<file path="src/rtl/mem_lsu_if.sv">
// mem_lsu_if: request/grant/response data-memory bus between the LSU (master) and memory (slave)
interface mem_lsu_if;
  logic req, we, gnt, rvalid, err;
  logic [31:0] addr, wdata, rdata;
  logic [3:0] wstrb;
  modport master(output req, we, addr, wdata, wstrb, input gnt, rvalid, rdata, err);
  modport slave(input req, we, addr, wdata, wstrb, output gnt, rvalid, rdata, err);
endinterface

</file>
<file path="src/rtl/mem_lsu.sv">
// mem_lsu: load/store unit with lane steering, load extension and misalign/fault flags; define LSU_TIMEOUT_EN for a bus timeout
module mem_lsu #(
  parameter int TIMEOUT_CYCLES = 256,
  parameter int TO_W = 9
) (
  input  logic        clk,
  input  logic        rst,
  input  logic        mem_read,
  input  logic        mem_write,
  input  logic [2:0]  funct3,
  input  logic [31:0] alu_result,
  input  logic [31:0] rdata2,
  output logic        stall,
  output logic [31:0] load_data,
  output logic        misalign,
  output logic        access_fault,
  mem_lsu_if.master   bus
);
  typedef enum logic [1:0] {IDLE, REQ, RESP, DONE} state_t;
  state_t state, state_n;
  logic op, is_b, is_h, uns, mis, to_hit;
  logic [7:0] b;
  logic [15:0] h;
  logic [31:0] ext, wd;
  logic [3:0] ws;
  assign op = mem_read | mem_write;
  assign is_b = funct3[1:0] == 2'b00;
  assign is_h = funct3[1:0] == 2'b01;
  assign uns = funct3[2];
  assign mis = is_h ? alu_result[0] : !is_b && alu_result[1:0] != 2'b00;
  assign stall = op && state != DONE && !rst;
  assign b = 8'(bus.rdata >> {alu_result[1:0], 3'b000});
  assign h = alu_result[1] ? bus.rdata[31:16] : bus.rdata[15:0];
  assign ext = is_b ? {{24{!uns && b[7]}}, b} : is_h ? {{16{!uns && h[15]}}, h} : bus.rdata;
  assign wd = is_b ? {4{rdata2[7:0]}} : is_h ? {2{rdata2[15:0]}} : rdata2;
  assign ws = !mem_write ? 4'b0000 : is_b ? 4'b0001 << alu_result[1:0] :
              is_h ? (alu_result[1] ? 4'b1100 : 4'b0011) : 4'b1111;
`ifdef LSU_TIMEOUT_EN
  logic [TO_W-1:0] to_cnt;
  assign to_hit = (state == REQ || state == RESP) && to_cnt == TO_W'(TIMEOUT_CYCLES - 1) &&
                  !(state == RESP && bus.rvalid);
  always_ff @(posedge clk or posedge rst)
    if (rst) to_cnt <= '0;
    else to_cnt <= state == IDLE ? '0 : to_cnt + 1'b1;
`else
  logic unused_to;
  assign to_hit = 1'b0;
  assign unused_to = TIMEOUT_CYCLES > 0 && TO_W > 0;
`endif
  always_ff @(posedge clk or posedge rst)
    if (rst) state <= IDLE;
    else state <= state_n;
  always_comb begin
    state_n = state;
    case (state)
      IDLE: state_n = op ? (mis ? DONE : REQ) : IDLE;
      REQ: state_n = bus.gnt ? RESP : REQ;
      RESP: state_n = bus.rvalid ? DONE : RESP;
      default: state_n = IDLE;
    endcase
    if (to_hit) state_n = DONE;
  end
  always_ff @(posedge clk or posedge rst)
    if (rst) begin
      bus.req <= 1'b0;
      bus.we <= 1'b0;
      bus.addr <= '0;
      bus.wdata <= '0;
      bus.wstrb <= '0;
      load_data <= '0;
      misalign <= 1'b0;
      access_fault <= 1'b0;
    end else begin
      case (state)
        IDLE: if (op) begin
          misalign <= mis;
          access_fault <= 1'b0;
          if (!mis) begin
            bus.req <= 1'b1;
            bus.we <= mem_write;
            bus.addr <= {alu_result[31:2], 2'b00};
            bus.wdata <= wd;
            bus.wstrb <= ws;
          end
        end
        REQ: if (bus.gnt) bus.req <= 1'b0;
        RESP: if (bus.rvalid) begin
          if (!bus.we) load_data <= ext;
          access_fault <= bus.err;
        end
        default: ;
      endcase
      if (to_hit) begin
        bus.req <= 1'b0;
        access_fault <= 1'b1;
      end
    end
endmodule
</file>
<file path="src/flat_wrapper.sv">
// flat-port wrapper written by rule: the top's interface ports become plain ports
module mem_lsu_flat 
#(
  parameter int TIMEOUT_CYCLES = 256,
  parameter int TO_W = 9
)
  (clk, rst, mem_read, mem_write, funct3, alu_result, rdata2, stall, load_data, misalign, access_fault, bus_req, bus_we, bus_addr, bus_wdata, bus_wstrb, bus_gnt, bus_rvalid, bus_rdata, bus_err);
  mem_lsu_if bus_i ();
  input  logic clk;
  input  logic rst;
  input  logic mem_read;
  input  logic mem_write;
  input  logic [2:0] funct3;
  input  logic [31:0] alu_result;
  input  logic [31:0] rdata2;
  output logic stall;
  output logic [31:0] load_data;
  output logic misalign;
  output logic access_fault;
  output wire logic [$bits(bus_i.req)-1:0] bus_req;
  output wire logic [$bits(bus_i.we)-1:0] bus_we;
  output wire logic [$bits(bus_i.addr)-1:0] bus_addr;
  output wire logic [$bits(bus_i.wdata)-1:0] bus_wdata;
  output wire logic [$bits(bus_i.wstrb)-1:0] bus_wstrb;
  input wire logic [$bits(bus_i.gnt)-1:0] bus_gnt;
  input wire logic [$bits(bus_i.rvalid)-1:0] bus_rvalid;
  input wire logic [$bits(bus_i.rdata)-1:0] bus_rdata;
  input wire logic [$bits(bus_i.err)-1:0] bus_err;
  assign bus_req = bus_i.req;
  assign bus_we = bus_i.we;
  assign bus_addr = bus_i.addr;
  assign bus_wdata = bus_i.wdata;
  assign bus_wstrb = bus_i.wstrb;
  assign bus_i.gnt = bus_gnt;
  assign bus_i.rvalid = bus_rvalid;
  assign bus_i.rdata = bus_rdata;
  assign bus_i.err = bus_err;
  mem_lsu #(.TIMEOUT_CYCLES(TIMEOUT_CYCLES), .TO_W(TO_W)) u_core (.clk(clk), .rst(rst), .mem_read(mem_read), .mem_write(mem_write), .funct3(funct3), .alu_result(alu_result), .rdata2(rdata2), .stall(stall), .load_data(load_data), .misalign(misalign), .access_fault(access_fault), .bus(bus_i));
endmodule
</file>
<file path="config.mk">
export PLATFORM = sky130hd
export DESIGN_NAME = mem_lsu_flat
export DESIGN_NICKNAME = d
export VERILOG_FILES = /design/src/rtl/mem_lsu_if.sv /design/src/rtl/mem_lsu.sv /design/src/flat_wrapper.sv
export SDC_FILE = /design/constraint.sdc
export NUM_CORES = 1
export LEC_CHECK = 0
export ABC_AREA = 0
export ABC_CLOCK_PERIOD_IN_PS = 3300
export BUFFER_PORTS_ARGS = -buffer_cell sky130_fd_sc_hd__buf_4
export CAP_MARGIN = 30
export CORE_AREA = 2 2 107 109
export CTS_CLUSTER_SIZE = 24
export DETAILED_ROUTE_END_ITERATION = 8
export DIE_AREA = 0 0 109 111
export GPL_ROUTABILITY_DRIVEN = 0
export MAX_ROUTING_LAYER = met4
export PLACE_DENSITY = 0.84
export REMOVE_ABC_BUFFERS = 1
export SYNTH_ARGS = -nofsm -noshare
export SYNTH_HDL_FRONTEND = slang
export SYNTH_SLANG_ARGS = --single-unit
export TNS_END_PERCENT = 5
</file>
<file path="constraint.sdc">
create_clock -name clk -period 3.3 [get_ports clk]
set_clock_uncertainty 0.15 [all_clocks]
set_input_delay 0.165 -clock clk [delete_from_list [all_inputs] [get_ports clk]]
set_output_delay 0.165 -clock clk [all_outputs]
set_load 0.005 [all_outputs]
</file>
# --- Yosys cells after proc, flatten, opt, wreduce, memory -nomap -nowiden ---
# Index checks and enable logic that the tools add are counted.
word_totals:
  elab_cells: 62
  in_bits: 106
  out_inout_bits: 105
  regBits: 104
op_classes:
  shift: 2
  muxes: 22
  bitwise_logic: 3
  n_reduce_logical: 18
  eq_ne: 8
ops:
  columns: ["cell", "count"]
  rows:
  - ["32-bit 2-to-1 mux", 4]
  - ["32-bit by 5-bit right shift with 8-bit output", 1]
  - ["16-bit 2-to-1 mux", 1]
  - ["4-bit 2-to-1 mux", 4]
  - ["3-bit AND reduction", 3]
  - ["2-bit != test, second input constant", 4]
  - ["1-bit 2-to-1 mux", 7]
  - ["2-bit 2-to-1 mux", 3]
  - ["2-bit one-hot mux with 3 select lines", 1]
  - ["2-bit nonzero test", 3]
  - ["1-bit logical AND", 5]
  - ["2-bit by 1-bit == test with 1-bit output, second input constant", 2]
  - ["2-bit logical NOT", 2]
  - ["1-bit one-hot mux with 2 select lines", 2]
  - ["4-bit AND reduction", 1]
  - ["1-bit by 2-bit << shifter with 4-bit output, first input constant", 1]
  - ["1-bit logical NOT", 3]
  - ["2-bit == test, second input constant", 1]
  - ["2-bit by 1-bit != test with 1-bit output, second input constant", 1]
  - ["1-bit NOT", 2]
  - ["2-bit AND reduction", 1]
  - ["1-bit OR", 1]

# --- Depth between registers and ports, before layout ---
depth:
  ltp_word: 7
  mapped_depth: 7
  mapped_depth_nobuf: 4

# --- Least setup slack after synthesis ---
# No wires, ideal clock.
synth_timing:
  kind: "input port to output port"
  startpoint: "input port rst"
  endpoint: "output port stall"
  required_time_ps: 2985
  cell_stages: 2
  setup_slack_ps: 233
  t_arrival_ps: 2752
  path_buffers: 0
  path_cell_list: "inv_1 > and3_1"
synth_between:
  elab_chain_cells: 2
synth_lines:
  columns: ["item", "line", "text"]
  rows:
  - ["start, declared", "flat_wrapper.sv:10", "input logic rst;"]
  - ["1-bit logical NOT", "mem_lsu.sv:31", "assign stall = op && state != DONE && !rst;"]
  - ["1-bit logical AND", "mem_lsu.sv:31", null]
  - ["end, declared", "flat_wrapper.sv:16", "output logic stall;"]
# No other way between the ends.

# --- Final worst setup path ---
layout_timing:
  startpoint: "input port mem_write"
  endpoint: "register u_core.bus.wstrb[0]"
layout_between:
  elab_chain_cells: 2
  elab_cells_between_ends: 3
  cone_classes: "mux: 1; bitwise: 1; reduce/logical: 1"
layout_lines:
  columns: ["item", "line", "text"]
  rows:
  - ["start, declared", "flat_wrapper.sv:12", "input logic mem_write;"]
  - ["1-bit OR", "mem_lsu.sv:26", "assign op = mem_read | mem_write;"]
  - ["3-bit AND reduction (no line)", null, null]
  - ["end signal, assigned", "mem_lsu.sv:83", "bus.wstrb <= ws;"]
  - ["end, declared", "mem_lsu_if.sv:6", "modport master(output req, we, addr, wdata, wstrb, input gnt, rvalid, rdata, err);"]
# Parallel ways exist; a longest one is shown, timed or not.
# A chain may end at the register's enable or synchronous reset.

==> metrics.md <==
| Metric | Value |
|---|---|
| Cell area after layout | `between 7000 and 8000 µm²` |
| Rows | `39` |
| Vias in the first global route | `4837` |
| DP Area | `6450 µm²` |
| Static leakage | `3.65 nW` |
| Max Cap Viol | `0` |
| Yosys warnings | `0` |
| CORE AREA | `11100 µm²` |
| Top FF cell, synth | `dfrtp_1` |
| Data arrival, critical path | `2.70 ns` |
| CTS-repair resized insts | `0` |
| GRT Util Overall | `0.261` |
| Hold_buf cts | `82` |
| Post-synth EDFFs | `0` |
| Die Wd | `109 µm` |
| Fraction of layout instances using a drive strength above 1 | `0.346` |
| Final Hold Viols | `0` |
| Synthesized area per cell | `approximately 11 µm²` |
| Total gr overflow | `0` |
| Setup repair bufs after CTS | `0` |
| Die area | `12100 µm²` |
| DR vias | `4541` |
| Starting Density | `0.436` |
| Sw Pwr | `1.75 mW` |
| Initial antenna violation count | `1` |
| Clock share of power | `0.182` |
| FF+latch count, synth | `104` |
| DP HPWL | `9840 µm` |
| Min-Delay Path Class | `in -> reg` |
| Clock sinks | `104` |
| Seq/Total Area, Yosys | `0.539` |
| Seq pwr share | `0.419` |
| DRT Wirelength | `15200 µm` |
| Max Clk Rate | `0.387 GHz` |
| Slew @ Worst Pin | `0.735 ns` |
| Synth Area in Compound Gates | `0.128` |
| First-pass GRT wire length | `23900 µm` |
| Height of the die | `approximately 110 µm` |
| DRT antenna net count | `0` |
| Largest family of logic cells by synthesized area | `multiplexers` |
| CP Launch Type | `input pin` |
| DR pass1 iterations | `8` |
| Final setup viols | `0` |
| Worst Path Max Fanout | `30` |
| CTS tree | `done` |
| CTS Buf Count | `9` |
| Synth Area in Adders | `0` |
| Area contributors post-synth | `dfrtp_1 (54%), mux2_1 (8.6%), mux2i_1 (5.6%), nand2_1 (4.7%), o21ai_0 (3.8%)` |
| Starting DRC count in detailed routing | `between 300 and 400` |
| Mapped Area | `4830 µm²` |
| Reg clk slew, reported paths | `0.07 ns` |
| Cells after Synth | `440` |
| Clk buf depth | `2` |
| Outcome | `finished, final reports clean` |
| Pin count of the biggest net entering global routing | `45` |
| Top cell type's share of synthesized area | `0.539` |
| DR DRC count | `0` |
| Most frequent cells in the layout | `buf_4 (216), dfrtp_1 (104), dlygate4sd3_1 (82)` |
| DR WL/cell | `17.6 µm` |
| Worst Path Required | `3.42 ns` |
| Peak supply drop | `390 µV` |
| PwrDens | `719 nW/µm²` |
| Hold Path Depth | `3` |
| Final period utilization | `0.784` |
| Combinational power share | `0.399` |
| Worst R2R Path Depth | `6` |
| Tmin final | `2.59 ns` |
| Synthesis-to-finish area growth | `55.9%` |
| Internal | `3.66 mW` |
| I/O Buffers | `208` |
| Post-synthesis mux area share | `0.161` |
| Most common cell after layout, fill and taps aside | `buf_4` |
| RSZ-0062 raised after global routing | `false` |
| Vias per cell | `5.26` |
| Synth Area in Simple Gates | `0.128` |
| FFs w/ async S/R, synth | `1.00` |
| Area leader, netlist | `dfrtp_1` |
| Switching Share | `0.324` |
| Post-Synth XOR/XNOR Area | `0` |
| Synth cell types | `42` |
| Final net count | `823` |
| Slew Viols, Final | `0` |
| Ports | `211` |
| Slew HR | `0.509` |
| Kind of end point of the critical path | `flip-flop` |
| CP Class | `in -> reg` |
| H-tree levels | `3` |
| TNS Setup | `0 ns` |
| CTS Root Cell | `clkbuf_16` |
| Clk Latency, worst-skew pair | `0.33 ns` |
==> final timing paths <==
kind | to | from | slack, ns
max in group asynchronous | u_core.bus.wdata[27] | rst | 1.90
worst min register to register | u_core.bus.wdata[15] | u_core.bus.wdata[15] | 0.33
worst max register to register | u_core.bus.wstrb[0] | u_core.state[0] | 0.79
worst max-delay path | u_core.bus.wstrb[0] | mem_write | 0.71
worst min-delay path | u_core.load_data[3] | bus_rdata[3] | 0.007
min in group asynchronous | u_core.bus.addr[30] | rst | 0.26
==> cells in the mapped netlist (8+ instances only) <==
cell type	instances
dfrtp_1	104
nand2_1	60
mux2_1	37
o21ai_0	37
nand3_1	33
mux2i_1	27
a21oi_1	26
nor2_1	20
buf_2	13
buf_4	10
a22o_1	8
clkbuf_1	8
mux2_2	8
==> logic make-up (layout without fill, tap and decap cells) <==
| family | after synthesis | after routing |
|---|---|---|
| buffers and inverters | 37 | 315 |
| and+or+nand+nor | 131 | 131 |
| other | 1 | 3 |
| DFF | 104 | 104 |
| AOI/OAI and AO/OA | 95 | 95 |
| muxes | 72 | 72 |
==> cell type report <==
class	count	area (µm²)
clock buffer	12	256
timing repair buffer	298	2440
antenna	1	2.50
sequential	104	2600
multi-input combinational	300	2030
clock inverter	1	5.00
fill	797	3550
inverter	4	17.5
tap	143	179
==> stage by stage <==
step	instances	setup slack, ns	util	hold WS (ns)	power, mW
6_report	863	0.713	0.680	0.00704	5.42
5_1_grt	863	0.654	0.680	0.0169	5.76
4_1_cts	862	0.828	0.680	0.000955	5.42
3_5_place_dp	767	1.19	0.582	0.0628	4.34
3_3_place_gp	767	1.26	0.582	0.0539	4.22
2_1_floorplan	408	0.233	-	0.110	3.00
==> registers in the layout, indices dropped and copies added, names as in the netlist <==
name / cells
u_core.bus.req: 1
u_core.bus.addr: 30
u_core.bus.we: 1
u_core.misalign: 1
u_core.load_data: 32
u_core.bus.wstrb: 4
u_core.state: 2
u_core.bus.wdata: 32
u_core.access_fault: 1
==> power groups by stage <==
stage          combinational (mW)  clock [mW]  sequential, mW
2_1_floorplan               0.740           0            2.26
3_3_place_gp                 1.98           0            2.24
3_5_place_dp                 2.06           0            2.28
4_1_cts                      2.15        1.00            2.26
5_1_grt                      2.36        1.06            2.34
6_report                     2.16       0.985            2.27
==> metal layers <==
layer | global-route usage | part of all wire | vias up
met5 | - | 0 | -
met4 | 0.102 | 0.024 | 0
met3 | 0.0494 | 0.071 | 35
met2 | 0.439 | 0.51 | 234
met1 | 0.306 | 0.39 | 2165
li1 | - | - | 2107
==> critical path: stages <==
cell,delay (ns)
dlygate4sd3_1,0.55
buf_4,0.15
or2_2,0.39
nand4_4,0.37
buf_4,0.31
nand2_1,0.08
o31ai_1,0.07
dlygate4sd3_1,0.60
Note: power is estimated with default switching activity, not from simulation.
